--- config.mk ---
export PLATFORM = sky130hd
export DESIGN_NAME = cordic_issue_seq
export DESIGN_NICKNAME = d
export VERILOG_FILES = /design/src/rtl/cordic_issue_seq.sv
export SDC_FILE = /design/constraint.sdc
export NUM_CORES = 1
export LEC_CHECK = 0
export ABC_AREA = 0
export BUFFER_PORTS_ARGS = -buffer_cell sky130_fd_sc_hd__buf_2
export CORE_UTILIZATION = 48
export CTS_CLUSTER_DIAMETER = 120
export DETAILED_ROUTE_END_ITERATION = 16
export PLACE_DENSITY = 0.77
export SYNTH_ARGS = -nofsm -noshare
export SYNTH_HDL_FRONTEND = slang
export SYNTH_SLANG_ARGS = --single-unit
--- constraint.sdc ---
create_clock -name clk -period 2.4 [get_ports clk]
set_input_delay 0.36 -clock clk [delete_from_list [all_inputs] [get_ports clk]]
set_output_delay 0.36 -clock clk [all_outputs]
set_load 0.01 [all_outputs]
--- src/rtl/cordic_issue_seq.sv ---
// cordic_issue_seq: issues one operand at a time to the CORDIC accelerator
// and returns its result (or a qNaN on timeout) on an output stream.
module cordic_issue_seq #(
  parameter int FIXED_LAT = 0,
  parameter int TIMEOUT   = 64
) (
  input  logic        clk,
  input  logic        reset,
  input  logic        clk_en,
  input  logic        in_valid,
  output logic        in_ready,
  input  logic [31:0] in_data,
  output logic        acc_start,
  output logic [31:0] acc_x,
  input  logic        acc_done,
  input  logic [31:0] acc_y,
  output logic        out_valid,
  input  logic        out_ready,
  output logic [31:0] out_data,
  output logic        out_err,
  output logic        busy,
  output logic [15:0] done_cnt,
  output logic [7:0]  err_cnt
);

  localparam bit FIX = FIXED_LAT > 0;
  localparam int LIM = FIX ? FIXED_LAT : TIMEOUT;
  localparam int CW  = $clog2(LIM + 1);
  localparam logic [CW-1:0] LAST = CW'(LIM - 1);
  localparam logic [31:0] QNAN = 32'h7FC0_0000;

  typedef enum logic [1:0] {
    IDLE,
    ISSUE,
    WAIT,
    HOLD
  } state_t;

  state_t        state_q, state_d;
  logic [CW-1:0] cnt_q, cnt_d;
  logic [31:0]   x_q, x_d;
  logic [31:0]   y_q, y_d;
  logic          err_q, err_d;
  logic [15:0]   dcnt_q, dcnt_d;
  logic [7:0]    ecnt_q, ecnt_d;

  // next-state and datapath decode from the current registered state
  always_comb begin
    state_d = state_q;
    cnt_d   = cnt_q;
    x_d     = x_q;
    y_d     = y_q;
    err_d   = err_q;
    dcnt_d  = dcnt_q;
    ecnt_d  = ecnt_q;
    unique case (state_q)
      IDLE: begin
        if (in_valid) begin
          x_d     = in_data;
          state_d = ISSUE;
        end
      end
      ISSUE: begin
        cnt_d   = '0;
        state_d = WAIT;
      end
      WAIT: begin
        cnt_d = cnt_q + 1'b1;
        if (FIX) begin
          if (cnt_q == LAST) begin
            y_d     = acc_y;
            err_d   = 1'b0;
            state_d = HOLD;
          end
        end else if (acc_done) begin
          y_d     = acc_y;
          err_d   = 1'b0;
          state_d = HOLD;
        end else if (cnt_q == LAST) begin
          y_d     = QNAN;
          err_d   = 1'b1;
          state_d = HOLD;
          if (ecnt_q != 8'hFF) begin
            ecnt_d = ecnt_q + 8'd1;
          end
        end
      end
      HOLD: begin
        if (out_ready) begin
          dcnt_d  = dcnt_q + 16'd1;
          state_d = IDLE;
        end
      end
    endcase
  end

  // state and data registers, all gated by clk_en
  always_ff @(posedge clk or negedge reset) begin
    if (!reset) begin
      state_q <= IDLE;
      cnt_q   <= '0;
      x_q     <= '0;
      y_q     <= '0;
      err_q   <= 1'b0;
      dcnt_q  <= '0;
      ecnt_q  <= '0;
    end else if (clk_en) begin
      state_q <= state_d;
      cnt_q   <= cnt_d;
      x_q     <= x_d;
      y_q     <= y_d;
      err_q   <= err_d;
      dcnt_q  <= dcnt_d;
      ecnt_q  <= ecnt_d;
    end
  end

  assign in_ready  = state_q == IDLE;
  assign acc_start = state_q == ISSUE;
  assign out_valid = state_q == HOLD;
  assign busy      = state_q != IDLE;
  assign acc_x     = x_q;
  assign out_data  = y_q;
  assign out_err   = err_q;
  assign done_cnt  = dcnt_q;
  assign err_cnt   = ecnt_q;

endmodule

Word level (Yosys, flattened, before mapping)
Index checks and enable logic that the tools add are counted.

operators by class
  $add $sub $neg = 3
  eq/ne operators = 8
  multiplexer cells = 10
  bitwise gates (word level) = 1
  reduce and logical (&&, ||, !) cells = 10

operator list
  operator                                             number
  two-way mux 32 bit                                   2
  adder 16 x 1 -> 16 bit, second input constant        1
  one-hot mux 7 bit (2 select lines)                   1
  AND reduction 3 bit                                  3
  adder 8 x 1 -> 8 bit, second input constant          1
  two-way mux 2 bit                                    4
  != test 8 bit, second input constant                 1
  one-hot mux 2 bit (4 select lines)                   1
  adder 7 x 1 -> 7 bit, second input constant          1
  equality test 7 x 6 -> 1 bit, second input constant  1
  nonzero test 2 bit                                   3
  AND reduction 5 bit                                  1
  equality test 2 bit, second input constant           2
  AND reduction 4 bit                                  1
  != test 3 bit, second input constant                 1
  equality test 2 x 1 -> 1 bit, second input constant  1
  logical NOT 2 bit                                    1
  two-way mux 1 bit                                    2
  != test 2 x 1 -> 1 bit, second input constant        1
  != test 2 bit, second input constant                 1
  AND reduction 2 bit                                  1
  inverter 1 bit                                       1

storage, ports and cells
  register bits after elaboration = 98
  input bits = 70
  output and inout port bits = 93
  logic and storage cells = 39

Longest topological paths before layout
  depth in word-level cells = 4
  mapped depth = 8
  mapped depth without buffers = 6

Worst setup path after synthesis
No wires, ideal clock.

  kind = register -> register
  start point = register cnt_q[0]
  end point = register y_q[10] (netlist: out_data[10])
  setup time = 0.121 ns
  data arrival time = 1.570 ns
  data required time = 2.279 ns
  slack = 0.709 ns
  cell stages (with the launch flop) = 8
  path buffers = 2
  period minus slack after synthesis = 1.691 ns
  path through = dfrtp_1 ha_1 and4_4 a31oi_4 or2_1 buf_6 buf_8 a22o_1

on the way
  word-level cells in the longest chain between the ends = 3

ends and longest elaborated chain
  element                               line  text
  start, declared                       40    logic [CW-1:0] cnt_q, cnt_d;
  start signal, assigned                109   cnt_q <= cnt_d;
  equality test 7 x 6 -> 1 bit          79    end else if (cnt_q == LAST) begin
  nonzero test 2 bit (no source line)   --
  AND reduction 3 bit (no source line)  --
  end signal, assigned                  111   y_q <= y_d;
  end, declared                         42    logic [31:0] y_q, y_d;

No other way between the ends.
A chain may end at the register's enable or synchronous reset.

Worst setup path after layout
  start point = register state_q[0]
  end point = register y_q[21] (netlist: out_data[21])

on the way
  word-level cells in the longest chain between the ends = 2

ends and longest elaborated chain
  element                               line  text
  start, declared                       39    state_t state_q, state_d;
  start signal, assigned                108   state_q <= state_d;
  equality test 2 bit                   56    unique case (state_q)
  AND reduction 3 bit (no source line)  --

No other way between the ends.

==> reports/qor.yml <==
status:
  status: "finished, final reports clean"
sta:
  clock_skew_ns: 0.0101
  finalSetupViolCount: 0
  timing.final.crit_share_pct: 89.1
  rsz0062_at_grt: "no"
  max_slew.worst_pin.slew_ns: 0.920
  fmax_mhz: 467
  final-hold-violation-count: 0
  relSlewSlack_pct: 38.6
  fin_setup_tns_ns: 0
  drv_slew: 0
  period_minus_slack_ns: 2.14
  hold_slack_ns: 0.226
floorplanning:
  rows: 33
  start_util_pct: 49.5
  die_width_microns: 94.0
  core_sq_um: 8220
  die_h_microns: 94.0
  dieArea_sq_um: 8840
  pin_count: 163
synth:
  yosysUniqueCellTypes: 41
  synth-simple-area-share_pct: 9.05
  synth_compound_area_share_pct: 10.4
  synthAdderAreaFrac_pct: 2.46
  synth_edf_count: 0
  synth_top_family_by_area: "compound AO/OA/AOI/OAI gates"
  synth_ff_type: "dfrtp_1"
  syn_area_sq_um: 4070
  synth-seq-cells: 98
  async_reset_ff_share_pct: 100
  postSynthCellCount: 296
  synth_xor_xnor_area_share_pct: 4.52
  synth-warning-count: 0
  synth_area_per_cell_sq_um: 13.7
  yosysSeqAreaShare_pct: 60.3
  synth.net_count: 374
  synthMuxAreaShare_pct: 9.94
power_and_ir_drop:
  comb_power_share_pct: 35.2
  pwr-share-clk_pct: 19.9
  fin_total_pwr_mw: 5.80
  internal_power_mw: 3.87
  leakage_nw: 2.70
  p_sw_mw: 1.93
  cellPowerDensity_nw_per_um2: 1120
  ir_drop_uv: 655
  swShare_pct: 33.3
  power_frac_seq_pct: 44.8
route:
  drc_errors: 0
  wl_mm: 8.78
  wire_per_inst_microns: 15.4
  via_per_inst: 5.25
  vias: 3002
  drtIter0Drc: 50
  ant_nets: 0
  dr.pass1.iters: 4
global_route:
  grt_pass1_wl_mm: 14.0
  grt.overflow.total: 0
  track_usage_pct: 20.5
  grt_pass1_vias: 2834
  grt_antenna_before_repair: 0
  grt_max_degree: 57
min_path:
  hold_class: "input pin to flip-flop"
placement:
  place_hpwl_mm: 6.44
  placed_cells: 555
  portBuffers: 162
  gp_congestion: 0.849
cells_and_area:
  layout.cells.non_filler: 572
  syn2layout_area_growth_pct: 27.1
  finalNetCount: 540
  layout-drive-gt1-share_pct: 47.1
  fin_util_pct: 62.9
  n_antenna_cell: 0
critical_path:
  worstPathMaxFanout: 23
  max_stage_delay_ns: 0.52
  required_ns: 2.63
  worstPathCellList: "inv_1, ha_1, buf_4, nand2_8, or2_1, a22o_2"
  crit_slowest_cell: "or2_1"
  crit_arrival_ns: 2.37
  crit_path_end_kind: "flip-flop"
  cp-start-kind: "flip-flop"
  path_class: "flip-flop to flip-flop"
clocking:
  tritoncts: "built"
  htree_levels: 3
  cts_max_path_buffers: 2
  clock-sinks: 98
  numCtsBuffers: 9
  worstSkewPairLatency_ns: 0.35
  path_clk_slew_ns: 0.09
  postCtsResizedCells: 0
  clockRootBuffer: "clkbuf_8"
run:
  maxCapViolCount: 0
## cell usage after synthesis (all sizes together) (2+ instances only)
cell type / count / area (sq um)
o31ai: 3 / 22.5
nand4: 5 / 37.5
and3: 6 / 37.5
a22o: 23 / 205
xnor2: 9 / 78.8
clkbuf: 2 / 21.3
nand2: 12 / 61.3
o21ai: 7 / 35.0
ha: 8 / 100
xor2: 12 / 105
dfrtp: 98 / 2450
a31oi: 3 / 33.8
nor4: 6 / 50.0
nor3: 3 / 15.0
nor2: 9 / 36.3
o22a: 9 / 78.8
nand3: 19 / 100
inv: 8 / 30.0
buf: 9 / 83.8
mux2: 35 / 394
## state kept, by name (all words and copies together), names as in the netlist
signal	count
acc_x	32
out_data	32
done_cnt	16
err_cnt	8
cnt_q	7
state_q	2
out_err	1
## power by group through the flow
stage | combinational (mW) | clock, mW | sequential, mW
2_1_floorplan | 0.909 | 0 | 2.90
3_3_place_gp | 2.00 | 0 | 2.61
3_5_place_dp | 2.07 | 0 | 2.64
4_1_cts | 2.08 | 1.19 | 2.61
5_1_grt | 2.24 | 1.26 | 2.68
6_report | 2.04 | 1.16 | 2.60
## layout make-up
cell class              count  area (sq um)
clock buffers              10           128
flip-flops and latches     98          2450
repair buffers            166           858
clock inverters             6          90.1
inverters                   8          30.0
well taps                 105           131
multi-input cells         179          1480
fillers                   679          3050
## path summary, 6_finish.rpt
path | startpoint | cells past startpoint | slack, ns | to
max | state_q[0]$_DFFE_PN0P_ | 6 | 0.26 | out_data[21]$_DFFE_PN0P_
min | in_data[11] | 2 | 0.23 | acc_x[11]$_DFFE_PN0P_
max reg2reg | state_q[0]$_DFFE_PN0P_ | 6 | 0.26 | out_data[21]$_DFFE_PN0P_
min reg2reg | done_cnt[15]$_DFFE_PN0P_ | 1 | 0.48 | done_cnt[15]$_DFFE_PN0P_
max in group asynchronous | reset | 3 | 1.17 | out_data[4]$_DFFE_PN0P_
min in group asynchronous | reset | 2 | 0.53 | out_data[27]$_DFFE_PN0P_
## metal layers
layer	track usage [%]	up-vias	wire length (microns)
li1	-	1418	-
met1	26.2	1475	3790
met2	34.2	98	4290
met3	5.42	11	577
met4	5.90	0	123
met5	0	-	0
## stage by stage
stage               area (sq um)  setup slack, ns
detailed placement          4940            0.260
global route                5170           0.0945
finish                      5170            0.260
global placement            4940            0.353
floorplan                   4070            0.709
CTS                         5170            0.237
## kinds of logic (layout without fill, tap and decap cells)
group | Yosys count | after routing
AOI/OAI and AO/OA | 51 | 51
DFF | 98 | 98
buffers and inverters | 19 | 190
xor gates and xnor gates | 21 | 21
adders and majority gates | 8 | 8
muxes | 36 | 36
and+or+nand+nor | 63 | 63
## cell usage in the layout, fill, tap and decap left out, types with 2 or more instances in the layout
cell | synthesis | final
buf_2 | 4 | 161
dfrtp_1 | 98 | 98
mux2_2 | 29 | 29
a22o_1 | 20 | 20
nand3_1 | 18 | 18
xor2_1 | 12 | 12
nand2_1 | 11 | 11
xnor2_1 | 9 | 9
o22a_1 | 9 | 9
clkbuf_8 | 1 | 9
inv_1 | 8 | 8
nor2_1 | 8 | 8
ha_1 | 8 | 8
o21ai_0 | 7 | 7
and3_1 | 6 | 6
mux2_1 | 6 | 6
nand4_1 | 4 | 4
nor4_1 | 4 | 4
a22o_2 | 3 | 3
o31ai_1 | 3 | 3
nor3_1 | 3 | 3
buf_4 | 0 | 3
a31oi_1 | 2 | 2
nor4_2 | 2 | 2
bufinv_16 | 0 | 2
## timing repair
| item | in CTS | in global routing |
|---|---|---|
| hold endpoints to repair | 8 | 0 |
| buffers inserted | 0 | 0 |
| hold buffers | 1 | 0 |
## critical path, delay by kind of cell, from the launching register on
kind                       cells  cell delay, ns
and+or+nand+nor                2            0.57
DFF                            1            0.43
buffers and inverters          2            0.33
AOI/OAI and AO/OA              1            0.33
adders and majority gates      1            0.36
Power figures use the tool's default switching activity.
